<file path="config.mk">
export PLATFORM = sky130hd
export DESIGN_NAME = cluster_stats
export DESIGN_NICKNAME = d
export VERILOG_FILES = /design/src/rtl/kmeans_pkg.sv /design/src/rtl/cluster_acc.sv /design/src/rtl/cluster_stats.sv
export SDC_FILE = /design/constraint.sdc
export NUM_CORES = 1
export LEC_CHECK = 0
export ABC_AREA = 1
export BUFFER_PORTS_ARGS = -buffer_cell sky130_fd_sc_hd__buf_4
export CELL_PAD_IN_SITES_DETAIL_PLACEMENT = 2
export CELL_PAD_IN_SITES_GLOBAL_PLACEMENT = 2
export CORE_MARGIN = 4
export CORE_UTILIZATION = 38
export DETAILED_ROUTE_END_ITERATION = 10
export PLACE_DENSITY = 0.89
export SYNTH_ARGS = -nofsm -noshare
export SYNTH_HDL_FRONTEND = slang
export SYNTH_SLANG_ARGS = --single-unit
</file>
<file path="constraint.sdc">
create_clock -name clk -period 3.73 [get_ports clk]
set_input_delay 0.373 -clock clk [delete_from_list [all_inputs] [get_ports clk]]
set_output_delay 0.373 -clock clk [all_outputs]
set_load 0.01 [all_outputs]
</file>
<file path="src/rtl/kmeans_pkg.sv">
// kmeans_pkg: parameters and types shared by the k-means statistics blocks.
//   N_POINTS, K, COORD_W, LABEL_W, ADDR_W : dataset and label geometry
//   CNT_W, SUM_W                          : derived counter / sum widths
//   state_t                               : cluster_stats FSM states
//   cluster_rec_t                         : per-cluster accumulator record
// Optional feature macro: CLUSTER_BBOX_EN adds bounding-box fields.
package kmeans_pkg;

  localparam int N_POINTS = 12;
  localparam int K        = 3;
  localparam int COORD_W  = 8;
  localparam int LABEL_W  = 2;
  localparam int ADDR_W   = 4;

  localparam int CNT_W = $clog2(N_POINTS + 1);
  // A sum of at most N_POINTS coordinates cannot exceed this width.
  localparam int SUM_W = COORD_W + CNT_W;

  typedef enum logic [2:0] {
    IDLE,
    SCAN,
    DRAIN,
    EMIT,
    FIN
  } state_t;

  typedef struct packed {
    logic [CNT_W-1:0]   count;
    logic [SUM_W-1:0]   sum_x;
    logic [SUM_W-1:0]   sum_y;
    logic [SUM_W-1:0]   sum_z;
`ifdef CLUSTER_BBOX_EN
    logic [COORD_W-1:0] min_x;
    logic [COORD_W-1:0] min_y;
    logic [COORD_W-1:0] min_z;
    logic [COORD_W-1:0] max_x;
    logic [COORD_W-1:0] max_y;
    logic [COORD_W-1:0] max_z;
`endif
  } cluster_rec_t;

endpackage

</file>
<file path="src/rtl/cluster_acc.sv">
// cluster_acc: K-entry bank of per-cluster accumulators.
//   clk    : clock, rising edge
//   clr    : clear all entries (count/sums 0, min all-ones, max 0)
//   upd    : add point (x, y, z) to entry 'label' (caller guarantees label < K)
//   rd_idx : entry selected onto rd_rec (combinational read)
// Optional feature macro: CLUSTER_BBOX_EN adds min/max tracking.
module cluster_acc
  import kmeans_pkg::*;
(
  input  logic               clk,
  input  logic               clr,
  input  logic               upd,
  input  logic [LABEL_W-1:0] label,
  input  logic [COORD_W-1:0] x,
  input  logic [COORD_W-1:0] y,
  input  logic [COORD_W-1:0] z,
  input  logic [LABEL_W-1:0] rd_idx,
  output cluster_rec_t       rd_rec
);

  cluster_rec_t bank [K];

  // NOTE: the bank has no reset; it is always cleared by 'clr' before use and
  // its contents only reach the outputs qualified by the owner's valid.
  always_ff @(posedge clk) begin
    for (int i = 0; i < K; i++) begin
      if (clr) begin
        bank[i].count <= '0;
        bank[i].sum_x <= '0;
        bank[i].sum_y <= '0;
        bank[i].sum_z <= '0;
`ifdef CLUSTER_BBOX_EN
        bank[i].min_x <= '1;
        bank[i].min_y <= '1;
        bank[i].min_z <= '1;
        bank[i].max_x <= '0;
        bank[i].max_y <= '0;
        bank[i].max_z <= '0;
`endif
      end else if (upd && int'(label) == i) begin
        bank[i].count <= bank[i].count + CNT_W'(1);
        bank[i].sum_x <= bank[i].sum_x + SUM_W'(x);
        bank[i].sum_y <= bank[i].sum_y + SUM_W'(y);
        bank[i].sum_z <= bank[i].sum_z + SUM_W'(z);
`ifdef CLUSTER_BBOX_EN
        if (x < bank[i].min_x) bank[i].min_x <= x;
        if (y < bank[i].min_y) bank[i].min_y <= y;
        if (z < bank[i].min_z) bank[i].min_z <= z;
        if (x > bank[i].max_x) bank[i].max_x <= x;
        if (y > bank[i].max_y) bank[i].max_y <= y;
        if (z > bank[i].max_z) bank[i].max_z <= z;
`endif
      end
    end
  end

  always_comb begin
    rd_rec = '0;
    if (int'(rd_idx) < K) rd_rec = bank[rd_idx];
  end

endmodule

</file>
<file path="src/rtl/cluster_stats.sv">
// cluster_stats: scans the point memory once after 'start' and emits one
// statistics record per cluster on a valid/ready stream.
//   clk, rst (sync, active-low)   : clock / reset
//   start                         : begin a scan (ignored unless idle)
//   rd_addr / rd_x,y,z / rd_label : point memory port, 1-cycle read latency
//   out_valid / out_ready         : record handshake
//   out_cluster, out_count, out_sum_x/y/z : record fields
//   out_min_x/y/z, out_max_x/y/z  : bounding box (CLUSTER_BBOX_EN only)
//   busy, done, lbl_err           : status; lbl_err is sticky until next start
// Optional feature macro: CLUSTER_BBOX_EN.
module cluster_stats
  import kmeans_pkg::*;
(
  input  logic               clk,
  input  logic               rst,
  input  logic               start,
  output logic [ADDR_W-1:0]  rd_addr,
  input  logic [COORD_W-1:0] rd_x,
  input  logic [COORD_W-1:0] rd_y,
  input  logic [COORD_W-1:0] rd_z,
  input  logic [LABEL_W-1:0] rd_label,
  output logic               out_valid,
  input  logic               out_ready,
  output logic [LABEL_W-1:0] out_cluster,
  output logic [CNT_W-1:0]   out_count,
  output logic [SUM_W-1:0]   out_sum_x,
  output logic [SUM_W-1:0]   out_sum_y,
  output logic [SUM_W-1:0]   out_sum_z,
`ifdef CLUSTER_BBOX_EN
  output logic [COORD_W-1:0] out_min_x,
  output logic [COORD_W-1:0] out_min_y,
  output logic [COORD_W-1:0] out_min_z,
  output logic [COORD_W-1:0] out_max_x,
  output logic [COORD_W-1:0] out_max_y,
  output logic [COORD_W-1:0] out_max_z,
`endif
  output logic               busy,
  output logic               done,
  output logic               lbl_err
);

  state_t             state, state_nxt;
  logic [LABEL_W-1:0] emit_idx;
  logic               rd_vld;     // rd_* carries a point requested last cycle
  logic               label_ok;
  logic               acc_clr;
  logic               acc_upd;
  logic               last_addr;
  cluster_rec_t       rec;

  assign label_ok  = int'(rd_label) < K;
  assign acc_upd   = rd_vld && label_ok;
  assign last_addr = rd_addr == ADDR_W'(N_POINTS - 1);

  // NOTE: every combinational output gets a default first so no path infers a latch.
  always_comb begin
    state_nxt = state;
    acc_clr   = 1'b0;
    out_valid = 1'b0;
    done      = 1'b0;
    busy      = state != IDLE;
    case (state)
      IDLE:  if (start) begin
               state_nxt = SCAN;
               acc_clr   = 1'b1;
             end
      SCAN:  if (last_addr) state_nxt = DRAIN;
      DRAIN: state_nxt = EMIT;
      EMIT:  begin
               out_valid = 1'b1;
               if (out_ready && emit_idx == LABEL_W'(K - 1)) state_nxt = FIN;
             end
      FIN:   begin
               done      = 1'b1;
               state_nxt = IDLE;
             end
      default: state_nxt = IDLE;
    endcase
  end

  // NOTE: sequential state uses non-blocking assignments only.
  always_ff @(posedge clk) begin
    if (!rst) begin
      state    <= IDLE;
      rd_addr  <= '0;
      emit_idx <= '0;
      rd_vld   <= 1'b0;
      lbl_err  <= 1'b0;
    end else begin
      state  <= state_nxt;
      rd_vld <= state == SCAN;
      if (acc_clr) begin
        rd_addr <= '0;
        lbl_err <= 1'b0;
      end else begin
        // Address holds at the last point after SCAN; it is not wrapped.
        if (state == SCAN && !last_addr) rd_addr <= rd_addr + ADDR_W'(1);
        if (rd_vld && !label_ok) lbl_err <= 1'b1;
      end
      if (state == DRAIN)              emit_idx <= '0;
      else if (out_valid && out_ready) emit_idx <= emit_idx + LABEL_W'(1);
    end
  end

  cluster_acc u_acc (
    .clk    (clk),
    .clr    (acc_clr),
    .upd    (acc_upd),
    .label  (rd_label),
    .x      (rd_x),
    .y      (rd_y),
    .z      (rd_z),
    .rd_idx (emit_idx),
    .rd_rec (rec)
  );

  // Record fields read as zero whenever no record is being offered, which also
  // gives the all-zero reset values without resetting the accumulator bank.
  assign out_cluster = out_valid ? emit_idx  : '0;
  assign out_count   = out_valid ? rec.count : '0;
  assign out_sum_x   = out_valid ? rec.sum_x : '0;
  assign out_sum_y   = out_valid ? rec.sum_y : '0;
  assign out_sum_z   = out_valid ? rec.sum_z : '0;
`ifdef CLUSTER_BBOX_EN
  assign out_min_x   = out_valid ? rec.min_x : '0;
  assign out_min_y   = out_valid ? rec.min_y : '0;
  assign out_min_z   = out_valid ? rec.min_z : '0;
  assign out_max_x   = out_valid ? rec.max_x : '0;
  assign out_max_y   = out_valid ? rec.max_y : '0;
  assign out_max_z   = out_valid ? rec.max_z : '0;
`endif

endmodule

</file>
### After elaboration in Yosys (flattened, before gate mapping)

Memories as Yosys holds them, arrays and structs flattened. A register that Yosys moved wholly into a read port is not among the register bits.
Index checks and enable logic that the tools add are counted.
Widths: inputs -> output; s select.

* ROM bits: 0
* memories kept: 1
* output and inout bits: 50
* word-level logic and storage cells: 101
* register bits: 11
* RAM bits: 120
* latch bits: 0
* bits of input ports: 30

Memories
* u_acc.bank: depth 3, bits a word 40, read ports 4, clocked after Yosys merged registers in 1, write ports 3, RTL line cluster_acc.sv:21 `cluster_rec_t bank [K];`

* divide/modulo/power cells: 0
* eq/ne operators: 11
* reduce and logical (&&, ||, !) cells: 16
* muxes and demuxes: 39
* bitwise logic cells: 13
* add/subtract/negate cells: 14
* order comparisons: 2
* shift-type cells: 0
* $mul: 0

Operator list (number)
* $mux 12: 12
* $add 12x8->12: 9
* $mux 40: 1
* $add 4x1->4 const B: 4
* $mux 4: 4
* $mux 1: 15
* $or 1x1->1: 12
* $pmux 3 s4: 1
* $mux 3: 3
* $logic_and 1x1->1: 8
* $eq 2x2->1 const B: 3
* $eq 3x2->1 const B: 2
* $mux 2: 3
* $ne 2x2->1 const B: 3
* $eq 4x4->1 const B: 1
* $lt 2x2->1 const B: 2
* $reduce_or 2->1: 2
* $eq 3x1->1 const B: 1
* $eq 3x3->1 const B: 1
* $logic_not 3->1: 1
* $reduce_and 3->1: 1
* $reduce_bool 3->1: 1
* $add 2x1->2 const B: 1
* $logic_not 1->1: 2
* other kinds (2): 2

### Depth between registers and ports, before layout

* word-level depth: 7
* gate-level depth with buffers: 11

### Hierarchy

Synthesis repeated with hierarchy kept, for this count alone.

* cell total of the unflattened synthesis: 1597
* area total of the unflattened synthesis: 11005.6 um^2

By module, submodules not included
* cluster_acc: cells an instance 1430, area each 10119.7 um^2, seq. area each 3603.5 um^2, times used 1
* cluster_stats: cells an instance 167, area each 885.8 um^2, seq. area each 220.2 um^2, times used 1

### Worst setup path after synthesis

No wires, ideal clock.

* kind: register -> register
* start point: register state[0]
* end point: memory u_acc.bank[2][0] (netlist bit), enable pin
* buffers on the path: 0
* required time: 3332 ps
* stages on the path, launching flop included: 4
* arrival: 1566 ps
* library setup time: 398 ps
* slack: 1766 ps
* clock period less this slack: 1964 ps
* path through: dfxtp_1 nor2_4 nand3_4 nand2_1

RTL lines
* from (decl): RTL line cluster_stats.sv:42 `state_t state, state_nxt;`
* from (signal assigned): RTL line cluster_stats.sv:90 `state <= state_nxt;`
* to (decl): RTL line cluster_acc.sv:21

### Worst setup path after layout

* start point: register state[0]
* end point: output port out_sum_x[2]

* cells in the longest elaborated chain, start to end: 3

Ends and longest elaborated chain
* $eq 3x2->1: RTL line cluster_stats.sv:62 `case (state)`
* $mux 1: RTL line cluster_stats.sv:62
* $mux 12: RTL line cluster_stats.sv:121 `assign out_sum_x = out_valid ? rec.sum_x : '0;`
* to (decl): RTL line cluster_stats.sv:26 `output logic [SUM_W-1:0] out_sum_x,`

No other way between the ends.

==> impl_metrics.tcl <==
set metrics [dict create \
    status "finished, final reports clean" \
    postSynthAreaPerCell_um2 7.17 \
    vias 11000 \
    tightest_slew_ps 1290 \
    drt_iter0_drc 748 \
    cts.clk_slew.worst_paths_ps 80 \
    grt_pass1_vias 12600 \
    core_area_um2 27900 \
    ff2ff_setup_slack_ps 1530 \
    layout_common_cells "nand2_1 (461), nor2_1 (199), inv_1 (187)" \
    synth-seq-area-share_pct 35.9 \
    die_area_um2 31100 \
    finalSetupViolCount 0 \
    post_drt_wl_per_cell_um 23.2 \
    multiInputGateArea_um2 5980 \
    slew_headroom_pct 14.1 \
    drc 0 \
    cp.required_ps 3360 \
    yosys.area_share.simple_pct 31.8 \
    die_h_um 176 \
    dp_worst_setup_slack_ps 1240 \
    cts_htree_levels 4 \
    finalHoldViolCount 0 \
    r2r_end "u_acc.bank[1][18]$_SDFFCE_PN0P_" \
    start_kind "flip-flop" \
    syn_to_final_growth_pct 14.1 \
    finalCriticalPeriod_ps 3020 \
    drt_wl_total_um 45700 \
    final_common_cell "nand2_1" \
    grt_use_total_pct 29.5 \
    cp_max_fo 40 \
    synth_edf_count 120 \
    critPathArrivalTime_ps 2640 \
    leakage_nw 5.79 \
    tns_ps 0 \
    drive_gt1_share_pct 10.9 \
    fillers 3324 \
    synth_top_family_by_area "simple AND/OR/NAND/NOR gates" \
    slew_violations 0 \
    ys_types 41 \
    clk_latency_ps 460 \
    viasPerCell 5.61 \
    fp-row-count 61 \
    cts_buffers 17 \
    synth_fa_ha_area_share_pct 10.7 \
    synth_xor_area_share_pct 0.488 \
    grt_pass1_wl_um 71800 \
    nNetsFinal 1694 \
    syn-num-nets 1618 \
    synth-seq-cells 133 \
    dp_hpwl_um 30800 \
    clock-sinks 133 \
    ys_warn_count 0 \
    end_kind "output pin" \
    synth_flop_cell "edfxtp_1" \
    min_to "lbl_err$_SDFFE_PP0P_" \
    synthCells 1501 \
    synth_compound_area_share_pct 12.4 \
    period_share_pct 80.9 \
    max-vdd-ir-drop_mv 0.318 \
    hold_path_class "in2reg" \
    power.density_nw_per_um2 419 \
    die_x_um 176 \
    grt_setup_unrepaired "no" \
    muxShareOfSynthArea_pct 0 \
    async_flop_share_pct 0 \
    cts_resized 0 \
    worst_slack_ps 714 \
    initial_utilization_pct 38.7 \
    final_cell_count_no_fill 1968 \
    antenna_found_initial 0 \
    r2r-start "state[0]$_SDFFE_PN0P_" \
    gp_congestion 0.851 \
    ant_nets 0 \
    grt_max_degree 77 \
    hold_path_depth 3 \
    cts_setup_buffers 0 \
    ff2ff_path_depth 3 \
    root_buffer "clkbuf_16" \
    grt-ovfl-total 0 \
    cts_tree "done" \
    diodes 0 \
    dp_cells 1936 \
    cap_violations 0 \
    timing.fmax_ghz 0.332 \
    ios 80 \
    io_buffer_count 79 \
    cts_hold_buffers 0 \
    final.setup_skew_ps 18.3 \
    synth_area_um2 10800 \
    drtPass1Iterations 5 \
    min_from "rd_label[1]" \
    cts_buffer_depth 2 \
    crit_type "reg2out" \
    regArea_um2 3860 \
]
## cell type report
class	count	share of cell area, %
timing repair buffer	87	5.31
clock inverter	14	1.16
inverter	192	5.95
multi-input combinational	1146	48.6
tap	378	3.85
clock buffer	18	3.66
sequential	133	31.4
## sequential cells by signal, indices dropped and copies added (netlist names), named ones only
signal	flops
emit_idx	2
lbl_err	1
rd_addr	4
rd_vld	1
state	3
u_acc.bank	120
## logic make-up after synthesis
group / count (synthesis)
and+or+nand+nor: 824
adders and majority gates: 87
AOI/OAI and AO/OA: 229
DFF: 133
buffers and inverters: 222
xor gates and xnor gates: 6
## worst max-delay path by stage
stage	from	end	cells after the start
6_report	state[0]$_SDFFE_PN0P_	out_sum_x[2]	5
5_1_grt	state[0]$_SDFFE_PN0P_	out_sum_x[7]	5
4_1_cts	state[0]$_SDFFE_PN0P_	out_sum_x[2]	5
3_5_place_dp	state[0]$_SDFFE_PN0P_	out_sum_x[2]	5
3_3_place_gp	state[0]$_SDFFE_PN0P_	out_sum_y[5]	5
2_1_floorplan	state[0]$_SDFFE_PN0P_	u_acc.bank[2][0]$_SDFFCE_PN0P_	3
## Yosys cell counts (4+ instances only)
cell | number | share of area, %
nand2_1 | 464 | 16
nor2_1 | 199 | 6.9
inv_1 | 188 | 6.6
edfxtp_1 | 120 | 33
nand3_1 | 112 | 5.2
ha_1 | 78 | 9.1
a21oi_1 | 77 | 3.6
o21ai_0 | 76 | 3.5
a31oi_1 | 29 | 1.7
clkbuf_1 | 14 | 0.49
nand4_1 | 14 | 0.81
a21oi_2 | 13 | 1.1
dfxtp_1 | 13 | 2.4
o21ai_2 | 13 | 1.1
a21o_1 | 9 | 0.63
fa_1 | 9 | 1.7
or2_2 | 9 | 0.52
nor3b_1 | 8 | 0.56
buf_6 | 7 | 0.73
nor3_1 | 7 | 0.33
buf_2 | 4 | 0.19
## worst max-delay path, stage by stage, from the launching register on
cell	delay (ps)
dfxtp_1	520
nand3_4	160
nor2_4	820
o21ai_0	240
a31oi_1	270
buf_4	170
## per-layer routing
layer  share of wire, %  track usage (%)
met5                  0                0
met3                3.7             4.37
met1                 41             34.8
met4                3.5             11.3
met2                 52             54.2
## power by group
group          internal, mW  total (mW)  switching, mW
clock network         0.940        1.80          0.862
registers              1.81        1.98          0.170
logic                 0.407        1.37          0.968
total                  3.15        5.15           2.00
## through the flow
stage	power [mW]	util, %	hold slack (ps)	cell area (µm²)
floorplan	2.80	-	470	10800
global placement	3.18	42.0	439	11700
detailed placement	3.29	42.0	442	11700
CTS	5.16	44.1	215	12300
global route	5.39	44.1	226	12300
finish	5.15	44.1	226	12300
No activity file was read; power rests on OpenSTA's default activity.
